===== src/rtl/branch_resolve_bht.sv =====
// Branch target buffer with 2-bit saturating history, plus EX-stage control-flow
// resolution: mispredict and redirect generation, table update and statistics.
module branch_resolve_bht #(
  parameter int ADDR_BIT = 10,
  parameter int IDX_BIT  = 5,
  parameter int CNT_BIT  = 32
) (
  input  logic                clk,
  input  logic                rst_n,
  input  logic [ADDR_BIT-1:0] if_pc,
  output logic [ADDR_BIT-1:0] pred_pc,
  output logic [1:0]          pred_bht_state,
  input  logic                ex_fire,
  input  logic [ADDR_BIT-1:0] ex_pc_4,
  input  logic [ADDR_BIT-1:0] ex_pc_guessed,
  input  logic [1:0]          ex_bht_state,
  input  logic                ex_is_branch,
  input  logic                ex_is_jump,
  input  logic                ex_taken,
  input  logic [ADDR_BIT-1:0] ex_target,
  output logic                mispredict,
  output logic [ADDR_BIT-1:0] redirect_pc,
  output logic [CNT_BIT-1:0]  branch_cnt,
  output logic [CNT_BIT-1:0]  miss_cnt
);
  localparam int ENTRIES = 1 << IDX_BIT;
  localparam int TAG_BIT = ADDR_BIT - IDX_BIT;
  localparam logic [ADDR_BIT-1:0] ADDR_ONE = 1;
  localparam logic [CNT_BIT-1:0]  CNT_ONE  = 1;

  logic                valid_q [ENTRIES];
  logic [TAG_BIT-1:0]  tag_q   [ENTRIES];
  logic [ADDR_BIT-1:0] tgt_q   [ENTRIES];
  logic [1:0]          state_q [ENTRIES];
  logic [CNT_BIT-1:0]  branch_cnt_q, branch_cnt_d;
  logic [CNT_BIT-1:0]  miss_cnt_q, miss_cnt_d;

  function automatic logic [1:0] sat_step(input logic [1:0] s, input logic up);
    if (up) return (s == 2'b11) ? s : s + 2'b01;
    return (s == 2'b00) ? s : s - 2'b01;
  endfunction

  function automatic logic [CNT_BIT-1:0] sat_inc(input logic [CNT_BIT-1:0] c, input logic en);
    return (en && (c != '1)) ? c + CNT_ONE : c;
  endfunction

  // IF lookup: reads the table as it stands before this cycle's update.
  logic [IDX_BIT-1:0] lk_idx;
  logic [TAG_BIT-1:0] lk_tag;
  logic               lk_hit;

  assign lk_idx         = if_pc[IDX_BIT-1:0];
  assign lk_tag         = if_pc[ADDR_BIT-1:IDX_BIT];
  assign lk_hit         = valid_q[lk_idx] && (tag_q[lk_idx] == lk_tag);
  assign pred_bht_state = lk_hit ? state_q[lk_idx] : 2'b01;
  assign pred_pc        = (lk_hit && state_q[lk_idx][1]) ? tgt_q[lk_idx] : if_pc + ADDR_ONE;

  // EX resolution
  logic [ADDR_BIT-1:0] ex_pc;
  logic [IDX_BIT-1:0]  ex_idx;
  logic [TAG_BIT-1:0]  ex_tag;
  logic                ex_hit;
  logic                ex_ctl;
  logic [ADDR_BIT-1:0] actual_pc;

  assign ex_pc       = ex_pc_4 - ADDR_ONE;
  assign ex_idx      = ex_pc[IDX_BIT-1:0];
  assign ex_tag      = ex_pc[ADDR_BIT-1:IDX_BIT];
  assign ex_hit      = valid_q[ex_idx] && (tag_q[ex_idx] == ex_tag);
  assign ex_ctl      = ex_is_branch | ex_is_jump;
  assign actual_pc   = (ex_is_jump || (ex_is_branch && ex_taken)) ? ex_target : ex_pc_4;
  assign mispredict  = ex_fire && (actual_pc != ex_pc_guessed);
  assign redirect_pc = ex_fire ? actual_pc : '0;

  logic                entry_we;
  logic                entry_valid_d;
  logic [ADDR_BIT-1:0] entry_tgt_d;
  logic [1:0]          entry_state_d;

  // Branch hits step from the history carried down the pipe, not the live entry.
  always_comb begin
    entry_we      = 1'b0;
    entry_valid_d = valid_q[ex_idx];
    entry_tgt_d   = tgt_q[ex_idx];
    entry_state_d = state_q[ex_idx];
    if (ex_fire) begin
      if (ex_is_jump) begin
        entry_we      = 1'b1;
        entry_valid_d = 1'b1;
        entry_tgt_d   = ex_target;
        entry_state_d = 2'b11;
      end else if (ex_is_branch) begin
        entry_we      = 1'b1;
        entry_valid_d = 1'b1;
        if (ex_hit) begin
          entry_state_d = sat_step(ex_bht_state, ex_taken);
          if (ex_taken) entry_tgt_d = ex_target;
        end else begin
          entry_tgt_d   = ex_target;
          entry_state_d = ex_taken ? 2'b10 : 2'b01;
        end
      end else if (ex_hit) begin
        entry_we      = 1'b1;
        entry_valid_d = 1'b0;
      end
    end
  end

  assign branch_cnt_d = sat_inc(branch_cnt_q, ex_fire && ex_ctl);
  assign miss_cnt_d   = sat_inc(miss_cnt_q, mispredict);

  always_ff @(posedge clk or negedge rst_n) begin
    if (!rst_n) begin
      for (int i = 0; i < ENTRIES; i++) begin
        valid_q[i] <= 1'b0;
        tag_q[i]   <= '0;
        tgt_q[i]   <= '0;
        state_q[i] <= 2'b01;
      end
      branch_cnt_q <= '0;
      miss_cnt_q   <= '0;
    end else begin
      if (entry_we) begin
        valid_q[ex_idx] <= entry_valid_d;
        tag_q[ex_idx]   <= ex_tag;
        tgt_q[ex_idx]   <= entry_tgt_d;
        state_q[ex_idx] <= entry_state_d;
      end
      branch_cnt_q <= branch_cnt_d;
      miss_cnt_q   <= miss_cnt_d;
    end
  end

  assign branch_cnt = branch_cnt_q;
  assign miss_cnt   = miss_cnt_q;

endmodule


===== config.mk =====
export PLATFORM = sky130hd
export DESIGN_NAME = branch_resolve_bht
export DESIGN_NICKNAME = d
export VERILOG_FILES = /design/src/rtl/branch_resolve_bht.sv
export SDC_FILE = /design/constraint.sdc
export NUM_CORES = 2
export LEC_CHECK = 0
export CORE_ASPECT_RATIO = 2
export CORE_MARGIN = 1
export CORE_UTILIZATION = 50
export CTS_BUF_LIST = sky130_fd_sc_hd__clkbuf_2
export CTS_CLUSTER_SIZE = 24
export DETAILED_ROUTE_END_ITERATION = 8
export PLACE_DENSITY = 0.67
export SYNTH_ARGS = -nofsm -noshare
export SYNTH_HDL_FRONTEND = slang
export SYNTH_SLANG_ARGS = --single-unit

===== constraint.sdc =====
create_clock -name clk -period 5.26 [get_ports clk]
set_input_delay 0.789 -clock clk [delete_from_list [all_inputs] [get_ports clk]]
set_output_delay 0.789 -clock clk [all_outputs]
set_load 0.05 [all_outputs]

==> run summary <==
===========================================================================================
Area share of the largest cell type after synthesis                                   0.425
Busiest grt layer                                                                      met2
Synthesized flop and latch total                                                        640
Reg2Reg Launch Point                                                           tag_q[78]$_DFFE_PN0P_
Adder-cell share of the synthesized area                                            0.00280
FMAX                                                                              0.187 GHz
Fillers                                                                                5707
Root Buffer                                                                    sky130_fd_sc_hd__clkbuf_2
Max-slew violation total from the final report                                            0
Path class of the lowest-slack min-delay path                                     in -> reg
Die Width                                                                            191 um
Port Buffer Count                                                                       134
Cells traversed along the worst timing path                                    mux4_2 > mux4_2 > mux2i_1 > buf_4 > xor2_2 > nand2_2 > nor4_4 > buf_6 > buf_6 > mux2i_4 > buf_6 > buf_12
Vertical die dimension                                                               380 um
Largest net degree at the start of global routing                                       152
Vias                                                                                  24500
Number of global-route vias before repair                                             26400
EDFF count, synth                                                                         0
Worst-path clk slew                                                                 0.11 ns
Routed wire length                                                                   115 mm
Overflow after GRT                                                                        0
Post-synthesis xor/xnor area fraction                                                0.0252
Initial antenna violation count                                                           3
Core Util, Final                                                                      0.568
Startpoint class of the critical path                                                  flop
Actual slew at the worst max-slew pin                                              0.925 ns
Share of the synthesized area in compound gates (AO/OA/AOI/OAI)                      0.0469
Final setup vio count                                                                     3
Worst slew margin relative to its limit                                               0.384
Prevailing post-synth register cell                                            sky130_fd_sc_hd__dfrtp_1
NumNets Final                                                                          2702
Combinational family with the most area after synthesis                        multiplexers
Worst setup skew after layout                                                     0.0656 ns
Mapped Area                                                                     0.0358 mm^2
Effective utilization at floorplan                                                    0.505
Top cells by count, synth                                                      sky130_fd_sc_hd__dfrtp_1, sky130_fd_sc_hd__mux2_2, sky130_fd_sc_hd__mux4_2
Overall power                                                                       13.9 mW
Critical-path top delay cell                                                   sky130_fd_sc_hd__mux4_2
Setup repair after global routing missed its margin                                     yes
Global Route met1 Usage                                                               0.363
Antenna-violating nets left                                                               0
Vias per cell                                                                          6.69
Global-route wire length before repair                                               172 mm
Layout cells sized above 1                                                            0.493
Mean instance size in the synthesized netlist                                     15.0 um^2
Power density cells                                                             345 mW/mm^2
CP Max Fanout                                                                             7
Clock network latency to the later pin of the worst-skew pair                       1.37 ns
Sequential element share of the synthesized area                                      0.449
Final number of hold-violating endpoints                                                  0
Portion of netlist area occupied by mux cells                                         0.381
Cell types with the largest area share after synthesis                         sky130_fd_sc_hd__dfrtp_1, sky130_fd_sc_hd__mux4_2, sky130_fd_sc_hd__mux2_2, sky130_fd_sc_hd__dfstp_2, sky130_fd_sc_hd__buf_6
Number of maximum-capacitance violations                                                  0
Routed WL per cell                                                                  31.5 um
R2R setup slack                                                                     1.54 ns
Area of the core                                                                0.0708 mm^2
Number of design-rule violations left by the first detailed-router iteration           2012
Fraction of registers with async set/reset                                             1.00
Period minus WS final                                                               5.34 ns
IO Pins                                                                                 135
Final worst-path setup slack                                                     -0.0814 ns
# placed instances                                                                     3388
Count of unique library cells instantiated by Yosys                                      71
Type of the worst setup path                                                     reg -> out
Maximum buffer depth of the clock tree                                                    3
Start point of the critical path                                               tag_q[11]$_DFFE_PN0P_
DRC Markers                                                                               0
Syn Nets                                                                               2440
Maximum vdd ir drop                                                              0.000251 V
Layout area overhead                                                                  12.4%
Dominant cell type by count on the critical path                               sky130_fd_sc_hd__buf_6
Count of clock tree sinks                                                               640
CTS tree                                                                               done
CTS H-Tree Depth                                                                          4
Detailed placer's ending HPWL                                                       78.3 mm
Total Die Area                                                                  0.0727 mm^2
Endpoint arrival time on the critical path                                          4.55 ns
Mapped Cells                                                                           2384
Most numerous cell in the Yosys netlist                                        sky130_fd_sc_hd__dfrtp_1
Crit share post-route                                                                  1.02
Met2 routing resource usage after global routing                                      0.549
Number of iterations in the first detailed-routing pass                                   5
Outcome                                                                        finished with violations
Post-synth top area cell                                                       sky130_fd_sc_hd__dfrtp_1
Share of synthesized cell area in and, or, nand and nor gates                        0.0534
GR met3 Demand/Resource                                                              0.0653
Delay of the slowest cell on the worst path                                         0.54 ns
Data required time at the worst endpoint                                            4.47 ns
Std-Cell Rows                                                                           138
All-layer global routing usage                                                        0.327
Final cell count without fillers                                                       3664
Startpoint of the most critical hold path                                        ex_pc_4[0]
Cts bufs inserted                                                                       150
Category of the worst setup path capture point                                 primary output
Failing checks                                                                 setup timing
Standby leakage power                                                               17.7 nW
Total of warnings raised by yosys                                                         0
Final weighted congestion in routability-driven placement                             0.935
===========================================================================================
-- flip-flops by register name (all words and copies together), names as in the netlist --
register / flops
tgt_q: 320
tag_q: 160
state_q: 64
branch_cnt: 32
miss_cnt: 32
valid_q: 32
-- per-stage QoR --
step           area [um^2]  TNS (ns)  hold slack, ns  setup WS, ns
2_1_floorplan        35800         0           0.467        0.0141
3_3_place_gp         38600    -17.42           0.478        -0.111
3_5_place_dp         38600    -16.82           0.480        -0.116
4_1_cts              40200     -1.29           0.109        -0.195
5_1_grt              40200     -1.57           0.187        -0.233
6_report             40200    -0.209           0.215       -0.0814
-- timing repair --
action | in CTS | in global routing
hold buffers | 3 | 0
hold endpoints to repair | 87 | 0
setup buffers | 11 | 3
resized for setup | 21 | 6
setup endpoints to repair | 10 | 10
pin swaps | 3 | 3
-- routing by layer --
| metal | part of all wire | wire [um] |
|---|---|---|
| met2 | 0.51 | 58900 |
| met5 | 0.00011 | 13 |
| met1 | 0.34 | 39300 |
| met4 | 0.086 | 9880 |
| met3 | 0.063 | 7280 |
-- power breakdown --
part / internal, mW / switching [mW] / total (mW)
Clock: 1.26 / 2.07 / 3.32
Combinational: 2.05 / 1.78 / 3.83
Sequential: 5.93 / 0.802 / 6.73
-- layout by cell type, fill, tap and decap left out, drive strengths merged, types with 8 or more instances in the layout --
cell type,Yosys,layout
ha,8,8
clkdlybuf4s50,0,115
clkbuf,72,220
nand2,96,96
dfrtp,608,608
nand4,21,21
mux4,326,326
and3,13,13
mux2i,32,32
a32o,8,8
inv,9,17
xnor2,61,61
a31oi,41,41
a21oi,14,14
buf,146,210
xor2,38,38
dfstp,32,32
o22ai,9,9
mux2,515,515
o2bb2ai,35,35
a41oi,34,34
o21ai,11,11
clkinv,0,26
nor3,20,20
nor2,68,68
nand3,67,67
a22oi,40,40
-- worst paths after layout --
path,endpoint,cells past startpoint
max,pred_pc[0],12
min,state_q[51]$_DFFE_PN0P_,5
max reg2reg,tag_q[15]$_DFFE_PN0P_,11
min reg2reg,branch_cnt[9]$_DFFE_PN0P_,1
max in group asynchronous,tgt_q[276]$_DFFE_PN0P_,4
min in group asynchronous,tgt_q[306]$_DFFE_PN0P_,3
-- critical path, delay by kind of cell (launching register included) --
kind | cells | cell delay [ns]
XOR/XNOR | 1 | 0.14
buffers and inverters | 5 | 0.75
flip-flops | 1 | 0.41
multiplexers | 4 | 1.47
AND/OR/NAND/NOR | 2 | 0.42
-- final cells by class --
type	count	area, um^2	share of cell area
inverters	9	33.8	0.000840
flip-flops and latches	640	16100	0.399
clock buffers	220	1100	0.0274
multi-input cells	1517	18400	0.458
clock inverters	38	229	0.00570
well taps	910	1140	0.0283
repair buffers	328	3220	0.0802
diodes	2	5.00	0.000125
-- cells by family after synthesis --
family | count (synthesis)
xor gates and xnor gates | 99
DFF | 640
muxes | 873
buffers and inverters | 227
adders and majority gates | 8
and+or+nand+nor | 320
AOI/OAI and AO/OA | 217
Note: power is estimated with default switching activity, not from simulation.
